[src/rtl/shift_serializer_if.sv]
// Handshake and data bundle between a word source and shift_serializer.
// The source drives load_i/code_in/shift_i. The serializer returns the serial bit,
// the live shift-register contents and its ready/busy/done status.
interface shift_serializer_if #(
  parameter int WIDTH = 8
);
  logic             load_i;
  logic [WIDTH-1:0] code_in;
  logic             shift_i;
  logic             data;
  logic [WIDTH-1:0] new_data;
  logic             ready;
  logic             busy;
  logic             done;

  modport master (
    output load_i, code_in, shift_i,
    input  data, new_data, ready, busy, done
  );

  modport slave (
    input  load_i, code_in, shift_i,
    output data, new_data, ready, busy, done
  );
endinterface

[src/rtl/shift_serializer.sv]
// Parametrised parallel-in/serial-out shift register with a load handshake.
// A word is accepted when ready=1. One bit is emitted per half_clk edge while shift_i=1.
// done pulses for one cycle after the last bit is emitted.
// MSB_FIRST selects the bit order: 0 shifts right and sends the LSB first,
// 1 shifts left and sends the MSB first.
// Optional macro SHIFT_SERIALIZER_PARITY_EN appends an even-parity bit after each word.
// The word then takes WIDTH+1 shift edges.
// Reset is synchronous and active-high.
module shift_serializer #(
  parameter int WIDTH     = 8,
  parameter int MSB_FIRST = 0,
  parameter int CNT_W     = $clog2(WIDTH + 2)
) (
  input logic              half_clk,
  input logic              rst,
  shift_serializer_if.slave bus
);

`ifdef SHIFT_SERIALIZER_PARITY_EN
  typedef enum logic [1:0] {
    ST_IDLE   = 2'd0,
    ST_SHIFT  = 2'd1,
    ST_PARITY = 2'd2
  } state_t;

  // XOR of all bits: the value that makes the total count of ones even
  function automatic logic even_parity(input logic [WIDTH-1:0] word);
    return ^word;
  endfunction
`else
  typedef enum logic [1:0] {
    ST_IDLE  = 2'd0,
    ST_SHIFT = 2'd1
  } state_t;
`endif

  state_t             state_r, state_nxt_s;
  logic               data_r, data_nxt_s;
  logic [WIDTH-1:0]   word_r, word_nxt_s;
  logic [CNT_W-1:0]   cnt_r, cnt_nxt_s;
  logic               ready_r, ready_nxt_s;
  logic               busy_r, busy_nxt_s;
  logic               done_r, done_nxt_s;
`ifdef SHIFT_SERIALIZER_PARITY_EN
  logic               parity_r, parity_nxt_s;
`endif

  // Bit leaving the register on a shift edge and the register after that shift (zero fill)
  logic               out_bit_s;
  logic [WIDTH-1:0]   shifted_s;

  // Select emitted end and shift direction from the configured bit order
  always_comb begin
    out_bit_s = 1'b0;
    shifted_s = '0;
    if (MSB_FIRST != 0) begin
      out_bit_s = word_r[WIDTH-1];
      shifted_s = {word_r[WIDTH-2:0], 1'b0};
    end else begin
      out_bit_s = word_r[0];
      shifted_s = {1'b0, word_r[WIDTH-1:1]};
    end
  end

  // Next-state and next-output logic; every register holds unless a branch changes it
  always_comb begin
    state_nxt_s  = state_r;
    data_nxt_s   = data_r;
    word_nxt_s   = word_r;
    cnt_nxt_s    = cnt_r;
    ready_nxt_s  = ready_r;
    busy_nxt_s   = busy_r;
    done_nxt_s   = 1'b0;
`ifdef SHIFT_SERIALIZER_PARITY_EN
    parity_nxt_s = parity_r;
`endif
    case (state_r)
      ST_IDLE: begin
        // A load wins over a simultaneous shift request; nothing is emitted on this edge
        if (bus.load_i) begin
          word_nxt_s   = bus.code_in;
          cnt_nxt_s    = CNT_W'(WIDTH);
          state_nxt_s  = ST_SHIFT;
          ready_nxt_s  = 1'b0;
          busy_nxt_s   = 1'b1;
`ifdef SHIFT_SERIALIZER_PARITY_EN
          parity_nxt_s = even_parity(bus.code_in);
`endif
        end else begin
          state_nxt_s = ST_IDLE;
        end
      end
      ST_SHIFT: begin
        // Emit one bit per enabled edge; shift_i low simply pauses the word
        if (bus.shift_i) begin
          data_nxt_s = out_bit_s;
          word_nxt_s = shifted_s;
          cnt_nxt_s  = cnt_r - CNT_W'(1);
          if (cnt_r == CNT_W'(1)) begin
`ifdef SHIFT_SERIALIZER_PARITY_EN
            state_nxt_s = ST_PARITY;
`else
            state_nxt_s = ST_IDLE;
            done_nxt_s  = 1'b1;
            ready_nxt_s = 1'b1;
            busy_nxt_s  = 1'b0;
`endif
          end else begin
            state_nxt_s = ST_SHIFT;
          end
        end else begin
          state_nxt_s = ST_SHIFT;
        end
      end
`ifdef SHIFT_SERIALIZER_PARITY_EN
      ST_PARITY: begin
        // Trailing parity bit; the register is already all zeros here
        if (bus.shift_i) begin
          data_nxt_s  = parity_r;
          state_nxt_s = ST_IDLE;
          done_nxt_s  = 1'b1;
          ready_nxt_s = 1'b1;
          busy_nxt_s  = 1'b0;
        end else begin
          state_nxt_s = ST_PARITY;
        end
      end
`endif
      default: begin
        // Unreachable encoding: fall back to a clean idle state
        state_nxt_s = ST_IDLE;
        word_nxt_s  = '0;
        cnt_nxt_s   = '0;
        ready_nxt_s = 1'b1;
        busy_nxt_s  = 1'b0;
      end
    endcase
  end

  // State and output registers; synchronous reset has priority
  always_ff @(posedge half_clk) begin
    if (rst) begin
      state_r  <= ST_IDLE;
      data_r   <= 1'b0;
      word_r   <= '0;
      cnt_r    <= '0;
      ready_r  <= 1'b1;
      busy_r   <= 1'b0;
      done_r   <= 1'b0;
`ifdef SHIFT_SERIALIZER_PARITY_EN
      parity_r <= 1'b0;
`endif
    end else begin
      state_r  <= state_nxt_s;
      data_r   <= data_nxt_s;
      word_r   <= word_nxt_s;
      cnt_r    <= cnt_nxt_s;
      ready_r  <= ready_nxt_s;
      busy_r   <= busy_nxt_s;
      done_r   <= done_nxt_s;
`ifdef SHIFT_SERIALIZER_PARITY_EN
      parity_r <= parity_nxt_s;
`endif
    end
  end

  assign bus.data     = data_r;
  assign bus.new_data = word_r;
  assign bus.ready    = ready_r;
  assign bus.busy     = busy_r;
  assign bus.done     = done_r;

endmodule

[src/flat_wrapper.sv]
// flat-port wrapper written by rule: the top's interface ports become plain ports
module shift_serializer_flat 
#(
  parameter int WIDTH     = 8,
  parameter int MSB_FIRST = 0,
  parameter int CNT_W     = $clog2(WIDTH + 2)
)
  (half_clk, rst, bus_load_i, bus_code_in, bus_shift_i, bus_data, bus_new_data, bus_ready, bus_busy, bus_done);
  shift_serializer_if #(.WIDTH(WIDTH)) bus_i ();
  input logic half_clk;
  input logic rst;
  input wire logic [$bits(bus_i.load_i)-1:0] bus_load_i;
  input wire logic [$bits(bus_i.code_in)-1:0] bus_code_in;
  input wire logic [$bits(bus_i.shift_i)-1:0] bus_shift_i;
  output wire logic [$bits(bus_i.data)-1:0] bus_data;
  output wire logic [$bits(bus_i.new_data)-1:0] bus_new_data;
  output wire logic [$bits(bus_i.ready)-1:0] bus_ready;
  output wire logic [$bits(bus_i.busy)-1:0] bus_busy;
  output wire logic [$bits(bus_i.done)-1:0] bus_done;
  assign bus_i.load_i = bus_load_i;
  assign bus_i.code_in = bus_code_in;
  assign bus_i.shift_i = bus_shift_i;
  assign bus_data = bus_i.data;
  assign bus_new_data = bus_i.new_data;
  assign bus_ready = bus_i.ready;
  assign bus_busy = bus_i.busy;
  assign bus_done = bus_i.done;
  shift_serializer #(.WIDTH(WIDTH), .MSB_FIRST(MSB_FIRST), .CNT_W(CNT_W)) u_core (.half_clk(half_clk), .rst(rst), .bus(bus_i));
endmodule
[config.mk]
export PLATFORM = sky130hd
export DESIGN_NAME = shift_serializer_flat
export DESIGN_NICKNAME = d
export VERILOG_FILES = /design/src/rtl/shift_serializer_if.sv /design/src/rtl/shift_serializer.sv /design/src/flat_wrapper.sv
export SDC_FILE = /design/constraint.sdc
export NUM_CORES = 1
export LEC_CHECK = 0
export ABC_AREA = 1
export CORE_MARGIN = 8
export CORE_UTILIZATION = 44
export DETAILED_ROUTE_END_ITERATION = 8
export HOLD_SLACK_MARGIN = 0.1
export PLACE_DENSITY_LB_ADDON = 0.1
export SLEW_MARGIN = 15
export SYNTH_ARGS = -nofsm -noshare
export SYNTH_HDL_FRONTEND = slang
export SYNTH_SLANG_ARGS = --single-unit
[constraint.sdc]
create_clock -name half_clk -period 1.6 [get_ports half_clk]
set_clock_uncertainty 0.15 [all_clocks]
set_input_delay 0.32 -clock half_clk [delete_from_list [all_inputs] [get_ports half_clk]]
set_output_delay 0.32 -clock half_clk [all_outputs]
set_load 0.02 [all_outputs]
==> results.md, run 1 <==
- Antenna viol nets, final: 0
- Worst flop-to-flop path startpoint: u_core.state_r[0]
- Initial antenna violation count: 0
- Power, Total: roughly 0.94 mW
- Worst R2R Path Depth: 7
- Area after DPL: 1017 um2
- Die Y: 57.55 um
- Num Clock Sinks: 17
- Delay-heaviest family, CP: flip-flops
- CP startpoint: u_core.bus.new_data[3]
- Register area share after synthesis: between 40 and 50%
- Worst-Margin Slew: 379.0 ps
- Hold Path Class: reg2reg
- Sw Pwr: approximately 0.28 mW
- Max incr delay on CP: 370 ps
- Vias: 692
- GR Overflow Total: 0
- CP Capture Type: output pin
- Fin crit share: 91.90%
- Switching Fraction: 30.28%
- Worst path cell trace: dlygate4sd2_1
- Cells after synthesis: 91
- Die ar.: 3311 um2
- Clock group share of total power: 24.8%
- CP max stage cell: dfxtp_1
- Number of diodes: 0
- Peak supply drop: 519.6 uV
- Critical path class: reg2out
- Cell Area, Synth: 759.5 um2
- Port Buffers: 23
- Top cells by area, synth: dfxtp_1, nand2_1, a31oi_1, nand3_1, o21ai_0
- Routability congestion estimate: 0.7623
- Die Wd: 57.55 um
- DRT iter0 DRCs: 12
- Avg Cell Area, Syn: between 8 and 9 um2
- Pwr dens: 914.0 nW/um2
- First-pass GRT wire length: 2925 um
- Maximum clock insertion buffer count: 2
- Fmax: 680.1 MHz
- Logic pwr share: 23.6%
- Total setup buffers inserted after CTS: 0
- CP startpoint kind: flip-flop
- Fin area: ~1000 um2
- Reg clk slew, reported paths: 100 ps
- Pleak: 0.4839 nW
- CTS tree: built
- CORE AREA: 1670 um2
- Max Cap Viol: 0
- Post-Route WL: 1726 um
- Top-area cell type share of the netlist area: 44.81%
- Synth cell types: 18
- Reg power frac: between 50% and 60%
- Hold Buf Count CTS: 0
- Dpl cells: 133
- Clock latency on the worst-skew pair: 290 ps
- WP data arrival: 1000 ps
- Bufs and invs on worst path: 1
- CP Max Fanout: 3
- GRT Util Overall: 11.25%
- RSZ-0062 raised after global routing: false
- Final net count: 135
- Initial Util: 45.47%
- WP depth: 1
- Post-route setup TNS: 0 ps
- Final hold vios: 0
- Flops & latches, synth: 17
- Dominant cell type by area after synthesis: dfxtp_1
- DRT Pass-1 Iters: 4
- Ys Warns: 0
- Number of global-route vias before repair: 645
- Max Slew Vio Count: 0
- Worst EP required: between 1000 and 1500 ps
- Area Overhead vs Synth: 35.42%
- DRC errors left: 0
- Clk root buf: clkbuf_4
- Net Count, Synth: 105
- Flop-to-flop setup slack: roughly 180 ps
- Number of I/O pins: 24
- Rel. slew slack: 74.71%
- Final setup fails: 0
- Largest net degree at the start of global routing: 21
- Most common cell after layout, fill and taps aside: nand2_1
- Critical Path End: bus_new_data[3]
- Fillers: approximately 160
- Detailed-route wire length per cell: between 10 and 15 um
- Depth of the CTS H-tree: 1
- DR vias/cell: approximately 5
- Rows: 15
- Int Pwr: 0.6554 mW
- Min Tclk post-route: 1470 ps
- HPWL after DPL: 1309 um
- Commonest non-fill, non-tap cells in the layout: nand2_1, dfxtp_1, dlygate4sd2_1
- Finished Layout Cells: 137
- Outcome: completed
- Clock buffer count from CTS: 3
- RR Endpoint: u_core.cnt_r[3]
- Share of cells above drive strength 1: a little under an eighth
[state kept, by name, indices dropped and copies added, names as in the netlist]
name                 cells
u_core.bus.new_data      8
u_core.cnt_r             4
u_core.bus.busy          1
u_core.bus.data          1
u_core.bus.done          1
u_core.bus.ready         1
u_core.state_r           1
[worst reg2reg max path, delay by kind of cell, from the launching register on]
kind | cells | cell delay [ps]
and+or+nand+nor | 6 | 610
buffers and inverters | 1 | 40
DFF | 1 | 550
[power groups by stage]
stage / Clock (mW) / Sequential, mW / Combinational (mW)
2_1_floorplan: 0 / 0.519 / 0.116
4_1_cts: 0.243 / 0.485 / 0.225
5_1_grt: 0.264 / 0.491 / 0.243
6_report: 0.233 / 0.485 / 0.222
3_5_place_dp: 0 / 0.495 / 0.241
3_3_place_gp: 0 / 0.495 / 0.236
[logic make-up after synthesis]
group | synth area share, %
and+or+nand+nor | 24.05
AOI/OAI and AO/OA | 17.30
DFF | 44.81
buffers and inverters | 10.54
adders and majority gates | 3.294
[cells in the mapped netlist]
cell type  instances
a21oi_1            3
inv_8              1
nand2_8            1
buf_2              1
o22ai_2            1
o21ai_0            7
nand4_1            1
nand2_4            2
nor2_1             6
ha_1               2
a31oi_1            7
o211a_1            1
nand3_1            8
o21ai_1            3
dfxtp_1           17
nand2_1           19
buf_6              3
inv_1              8
[routing by layer]
metal	up-vias	part of all wire, %	wire [um]	track usage, %
met4	0	0.98	17	5.357
met2	17	48	823	17.04
met5	-	0	0	0
li1	365	-	-	-
met1	308	47	808	13.32
met3	2	4.4	76	4.709
[worst min path at each step]
stage	start	depth (start not counted)	endpoint	slack (ps)
2_1_floorplan	rst	1	u_core.bus.new_data[7]	240
4_1_cts	u_core.bus.ready	2	u_core.bus.ready	340
3_3_place_gp	u_core.bus.ready	2	u_core.bus.ready	310
6_report	u_core.bus.ready	2	u_core.bus.ready	340
5_1_grt	u_core.bus.new_data[2]	2	u_core.bus.new_data[1]	360
3_5_place_dp	u_core.bus.ready	2	u_core.bus.ready	320
[per-stage QoR]
stage               setup slack, ps  util [%]  hold WS [ps]
floorplan                     388.1         -         239.1
global route                  48.02     61.57         360.9
global placement             -72.92     60.90         308.1
finish                        129.6     61.57         335.1
CTS                           110.4     61.57         341.8
detailed placement           -116.0     60.90         321.9
[cell type report]
type / instances / area (um2) / share of cell area, %
clock buffer: 4 / 26.28 / 2.555
tap: 17 / 21.27 / 2.068
sequential: 17 / 340.3 / 33.09
timing repair buffer: 29 / 260.3 / 25.30
multi-input combinational: 61 / 339.1 / 32.97
inverter: 9 / 41.29 / 4.015
[repair_timing]
action / CTS / global route
hold endpoints to repair: 0 / 0
setup endpoints to repair: 12 / 0
gates resized for setup: 12 / 0
Power figures use the tool's default switching activity.
==> inputs of run 2 (changes only) <==
--- a/config.mk
+++ b/config.mk
@@ -6,8 +6,10 @@
 export NUM_CORES = 1
 export LEC_CHECK = 0
 export ABC_AREA = 1
+export CELL_PAD_IN_SITES_DETAIL_PLACEMENT = 0
+export CELL_PAD_IN_SITES_GLOBAL_PLACEMENT = 1
 export CORE_MARGIN = 8
-export CORE_UTILIZATION = 44
+export CORE_UTILIZATION = 32
 export DETAILED_ROUTE_END_ITERATION = 8
 export HOLD_SLACK_MARGIN = 0.1
 export PLACE_DENSITY_LB_ADDON = 0.1
==> results.md, run 2 (synthesized netlist as in run 1, its figures left out) <==
- Antenna viol nets, final: 0 (unchanged)
- Die Wd: 64.72 um (was 57.55 um)
- Peak supply drop: 582.0 uV (was 519.6 uV)
- Initial Util: 34.01% (was 45.47%)
- Max incr delay on CP: 370 ps (about the same)
- Reg clk slew, reported paths: 100 ps (about the same)
- Reg power frac: 50.8% (was 51.6%)
- Initial antenna violation count: 0 (unchanged)
- Clock buffer count from CTS: 3 (unchanged)
- Hold wc startpoint: u_core.bus.data (was u_core.bus.ready)
- Die Y: 64.72 um (was 57.55 um)
- Rows: 17 (was 15)
- DRT iter0 DRCs: 22 (was 12)
- Bufs and invs on worst path: 1 (unchanged)
- Number of I/O pins: 24 (unchanged)
- Clk root buf: clkbuf_4 (unchanged)
- Int Pwr: 0.6624 mW (was 0.6554 mW)
- Logic pwr share: 24.5% (was 23.6%)
- Depth of the CTS H-tree: 1 (unchanged)
- Pwr dens: 894.7 nW/um2 (was 914.0 nW/um2)
- Hold Path Class: reg2reg (unchanged)
- CTS resizes: 12 (unchanged)
- RR Endpoint: u_core.cnt_r[3] (unchanged)
- CP Max Fanout: 3 (unchanged)
- DR vias/cell: 4.603 (was 5.051)
- Critical path class: reg2out (unchanged)
- Detailed-route wire length per cell: 12.43 um (was 12.60 um)
- Worst path cell trace: dlygate4sd2_1 (unchanged)
- Fmax: 679.0 MHz (was 680.1 MHz)
- GR Overflow Total: 0 (unchanged)
- CP Capture Type: output pin (unchanged)
- Hold path depth: 2 (unchanged)
- Maximum clock insertion buffer count: 2 (unchanged)
- Max Slew Vio Count: 0 (unchanged)
- Area after DPL: 1054 um2 (was 1017 um2)
- Worst-Margin Slew: 390.0 ps (was 379.0 ps)
- CTS tree: built (unchanged)
- Die ar.: 4188 um2 (was 3311 um2)
- Post-Route WL: 1877 um (was 1726 um)
- DRC errors left: 0 (unchanged)
- WP data arrival: 1000 ps (about the same)
- Routability congestion estimate: 0.6885 (was 0.7623)
- CP startpoint kind: flip-flop (unchanged)
- Hold Path End: u_core.bus.data (was u_core.bus.ready)
- Clock latency on the worst-skew pair: 290 ps (about the same)
- Worst flop-to-flop path startpoint: u_core.state_r[0] (unchanged)
- Max Cap Viol: 0 (unchanged)
- Final hold vios: 0 (unchanged)
- Worst R2R Path Depth: 7 (unchanged)
- Area Overhead vs Synth: 40.20% (was 35.42%)
- Fin crit share: 92.05% (was 91.90%)
- Number of global-route vias before repair: 713 (was 645)
- Pleak: 0.4985 nW (was 0.4839 nW)
- Final net count: 138 (was 135)
- GRT Util Overall: 9.542% (was 11.25%)
- Final setup fails: 0 (unchanged)
- HPWL after DPL: 1370 um (was 1309 um)
- DRT Pass-1 Iters: 4 (unchanged)
- First-pass GRT wire length: 3139 um (was 2925 um)
- Vias: 695 (was 692)
- Flop-to-flop setup slack: 180 ps (about the same)
- Worst EP required: 1130 ps (about the same)
- Most common cell after layout, fill and taps aside: nand2_1 (unchanged)
- Total setup buffers inserted after CTS: 0 (unchanged)
- Fin area: 1065 um2 (was 1028 um2)
- Clock group share of total power: 24.6% (was 24.8%)
- Rel. slew slack: 73.97% (was 74.71%)
- Max reg flops: 8 (unchanged)
- Min Tclk post-route: 1473 ps (was 1470 ps)
- Switching Fraction: 30.46% (was 30.28%)
- Port Buffers: 23 (unchanged)
- RSZ-0062 raised after global routing: false (unchanged)
- Hold Buf Count CTS: 0 (unchanged)
- Num Clock Sinks: 17 (unchanged)
- Dpl cells: 147 (was 133)
- Sw Pwr: 0.2902 mW (was 0.2846 mW)
- Largest net degree at the start of global routing: 20 (was 21)
- Delay-heaviest family, CP: flip-flops (unchanged)
- CORE AREA: 2233 um2 (was 1670 um2)
- Commonest non-fill, non-tap cells in the layout: nand2_1, dfxtp_1, dlygate4sd2_1 (unchanged)
- Share of cells above drive strength 1: 13.82% (was 11.67%)
- CP max stage cell: dfxtp_1 (unchanged)
- Finished Layout Cells: 151 (was 137)
- Number of diodes: 0 (unchanged)
- Outcome: completed (unchanged)
run 2: cell types whose count changed in the layout (fill, tap and decap cells not counted):
cell / before / now
buf_4: 6 / 9
run 2: worst max-delay path by stage:
stage / depth (start not counted) / slack [ps] / end / from
after floorplan: 10 / 390 / u_core.cnt_r[3] / u_core.state_r[0]
after global placement: 8 / -110 / u_core.cnt_r[3] / bus_load_i
after detailed placement: 8 / -120 / u_core.cnt_r[3] / bus_load_i
after CTS: 1 / 100 / bus_new_data[7] / u_core.bus.new_data[7]
after global routing: 1 / 60 / bus_new_data[7] / u_core.bus.new_data[7]
final: 1 / 130 / bus_new_data[7] / u_core.bus.new_data[7]
run 2: power groups by stage:
| stage | registers [mW] | logic [mW] | clock network [mW] |
|---|---|---|---|
| floorplan | 0.519 | 0.116 | 0 |
| global placement | 0.496 | 0.249 | 0 |
| detailed placement | 0.495 | 0.252 | 0 |
| CTS | 0.484 | 0.236 | 0.247 |
| global route | 0.489 | 0.256 | 0.276 |
| finish | 0.484 | 0.234 | 0.235 |
run 2: stage by stage:
stage | hold WS, ps | total power, mW | setup WS [ps] | TNS (ps) | util (%)
after floorplan | 239.1 | 0.6347 | 388.1 | 0 | -
after global placement | 312.6 | 0.7455 | -109.5 | -450.1 | 47.17
after detailed placement | 320.3 | 0.7466 | -124.7 | -560.4 | 47.17
after CTS | 339.8 | 0.9669 | 103.7 | 0 | 47.68
after global routing | 372.6 | 1.021 | 60.19 | 0 | 47.68
final | 332.1 | 0.9526 | 127.2 | 0 | 47.68
run 2: routing by layer:
layer | vias to the layer above | global-route usage (%) | wire length [um]
met5 | - | 0 | 0
met4 | 0 | 4.905 | 14
met3 | 2 | 5.326 | 133
met2 | 14 | 13.66 | 802
met1 | 309 | 11.13 | 928
li1 | 370 | - | -
run 2: area by class of cell:
type                    count  area, um2
clock buffers               4      26.28
fillers                   246       1169
inverters                   9      41.29
multi-input cells          61      339.1
flip-flops and latches     17      340.3
well taps                  28      35.03
repair buffers             32      282.8
==> inputs of run 3 (changes only) <==
==> constraint.sdc (replaced) <==
create_clock -name half_clk -period 1.6 [get_ports half_clk]
set_clock_uncertainty 0.15 [all_clocks]
set_input_delay 0.32 -clock half_clk [delete_from_list [all_inputs] [get_ports half_clk]]
set_output_delay 0.32 -clock half_clk [all_outputs]
set_load 0.05 [all_outputs]
==> results.md, run 3 (synthesized netlist as in run 1, its figures left out) <==
- Pwr dens: 912.5 nW/um2 (was 894.7 nW/um2)
- Outcome: completed (unchanged)
- Peak supply drop: 465.2 uV (was 582.0 uV)
- DRT iter0 DRCs: 17 (was 22)
- Depth of the CTS H-tree: 1 (unchanged)
- CP Max Fanout: 19 (was 3)
- Num Clock Sinks: 17 (unchanged)
- Port Buffers: 23 (unchanged)
- Die Wd: 64.72 um (unchanged)
- Total setup buffers inserted after CTS: 0 (unchanged)
- Reg clk slew, reported paths: 100 ps (about the same)
- Critical path class: reg2reg (was reg2out)
- Routability congestion estimate: 0.6590 (was 0.6885)
- Worst path most repeated cell: nand2_1
- Worst path cell trace: nand2_4 > nand2_4 > nand2_1 > nand2_1 > nand3_1 > nand2_1 > inv_1 (was dlygate4sd2_1)
- Flop-to-flop setup slack: 170 ps (was 180 ps)
- Worst EP required: 1650 ps (was 1130 ps)
- Max Cap Viol: 0 (unchanged)
- GR Overflow Total: 0 (unchanged)
- Min Tclk post-route: 1426 ps (was 1473 ps)
- CP max stage cell: dfxtp_1 (unchanged)
- Fmax: 701.5 MHz (was 679.0 MHz)
- CP startpoint kind: flip-flop (unchanged)
- Fin crit share: 89.10% (was 92.05%)
- Hold Path End: u_core.cnt_r[0] (was u_core.bus.data)
- DR vias/cell: 4.760 (was 4.603)
- WP data arrival: 1470 ps (was 1000 ps)
- Hold Path Class: reg2reg (unchanged)
- Final setup fails: 0 (unchanged)
- Number of I/O pins: 24 (unchanged)
- Hold path depth: 1 (was 2)
- CTS tree: built (unchanged)
- Max incr delay on CP: 560 ps (was 370 ps)
- CTS resizes: 0 (was 12)
- Hold wc startpoint: u_core.cnt_r[0] (was u_core.bus.data)
- Largest net degree at the start of global routing: 20 (unchanged)
- Vias: 714 (was 695)
- Pleak: 0.5149 nW (was 0.4985 nW)
- Hold Buf Count CTS: 0 (unchanged)
- Worst flop-to-flop path startpoint: u_core.state_r[0] (unchanged)
- Hold slack: 370.2 ps (was 332.1 ps)
- GRT Util Overall: 9.472% (was 9.542%)
- Detailed-route wire length per cell: 12.62 um (was 12.43 um)
- WP depth: 7 (was 1)
- Delay-heaviest family, CP: simple AND/OR/NAND/NOR gates (was flip-flops)
- Power, Total: 1.088 mW (was 0.9526 mW)
- DRC errors left: 0 (unchanged)
- Area Overhead vs Synth: 57.00% (was 40.20%)
- Final net count: 137 (was 138)
- Most common cell after layout, fill and taps aside: nand2_1 (unchanged)
- RSZ-0062 raised after global routing: false (unchanged)
- Initial antenna violation count: 0 (unchanged)
- Maximum clock insertion buffer count: 2 (unchanged)
- Share of cells above drive strength 1: 22.95% (was 13.82%)
- Worst-Margin Slew: 412.1 ps (was 390.0 ps)
- Max reg flops: 8 (unchanged)
- Post-Route WL: 1893 um (was 1877 um)
- CORE AREA: 2233 um2 (unchanged)
- Max Slew Vio Count: 0 (unchanged)
- Commonest non-fill, non-tap cells in the layout: nand2_1, dfxtp_1, buf_12 (was nand2_1, dfxtp_1, dlygate4sd2_1)
- Die ar.: 4188 um2 (unchanged)
- Final hold vios: 0 (unchanged)
- CP Capture Type: flip-flop (was output pin)
- Clock latency on the worst-skew pair: 290 ps (about the same)
- Number of diodes: 0 (unchanged)
- Clock buffer count from CTS: 3 (unchanged)
- Rel. slew slack: 72.50% (was 73.97%)
- HPWL after DPL: 1387 um (was 1370 um)
- Clk root buf: clkbuf_4 (unchanged)
- Die Y: 64.72 um (unchanged)
- Bufs and invs on worst path: 1 (unchanged)
- RR Endpoint: u_core.cnt_r[3] (unchanged)
- DRT Pass-1 Iters: 4 (unchanged)
- Rows: 17 (unchanged)
- Number of global-route vias before repair: 700 (was 713)
- First-pass GRT wire length: 3249 um (was 3139 um)
- Post-route setup TNS: 0 ps (unchanged)
- Initial Util: 34.01% (unchanged)
- Worst R2R Path Depth: 7 (unchanged)
- Antenna viol nets, final: 0 (unchanged)
## run 3: area by class of cell
type	count	area (um2)
fill	215	1041
timing repair buffer	31	410.4
inverter	9	41.29
tap	28	35.03
clock buffer	4	26.28
multi-input combinational	61	339.1
sequential	17	340.3
## run 3: worst max-delay path by stage
stage | startpoint | slack, ps | to
final | u_core.state_r[0] | 170 | u_core.cnt_r[3]
after CTS | u_core.state_r[0] | 150 | u_core.bus.busy
after floorplan | u_core.state_r[0] | 390 | u_core.cnt_r[3]
after global routing | u_core.state_r[0] | 50 | u_core.cnt_r[3]
after global placement | bus_shift_i | -80 | u_core.bus.busy
after detailed placement | bus_load_i | -110 | u_core.cnt_r[3]
## run 3: stage by stage
stage | cell area [um2] | cells | worst slack (ps) | util [%]
floorplan | 759.5 | 91 | 388.1 | -
global placement | 1166 | 146 | -82.89 | 52.21
detailed placement | 1166 | 146 | -112.1 | 52.21
CTS | 1192 | 150 | 150.4 | 53.39
global route | 1192 | 150 | 54.11 | 53.39
finish | 1192 | 150 | 174.4 | 53.39
## run 3: worst register-to-register path, delay by kind of cell, from the launching register on
family / cells / cell delay [ps]
buffers and inverters: 1 / 40
DFF: 1 / 560
and+or+nand+nor: 6 / 600
## run 3: per-layer routing
layer  wire [um]  vias to the layer above  track usage (%)  part of all wire, %
met4          14                        0            4.087                 0.74
li1            -                      367                -                    -
met2         836                       21            14.04                   44
met1         911                      324            12.13                   48
met3         131                        2            3.265                  6.9
met5           0                        -                0                    0
## run 3: where the power goes
group | leakage, nW | internal (mW) | switching [mW]
clock | 0.0150 | 0.0969 | 0.139
sequential | 0.141 | 0.459 | 0.0419
combinational | 0.359 | 0.173 | 0.179
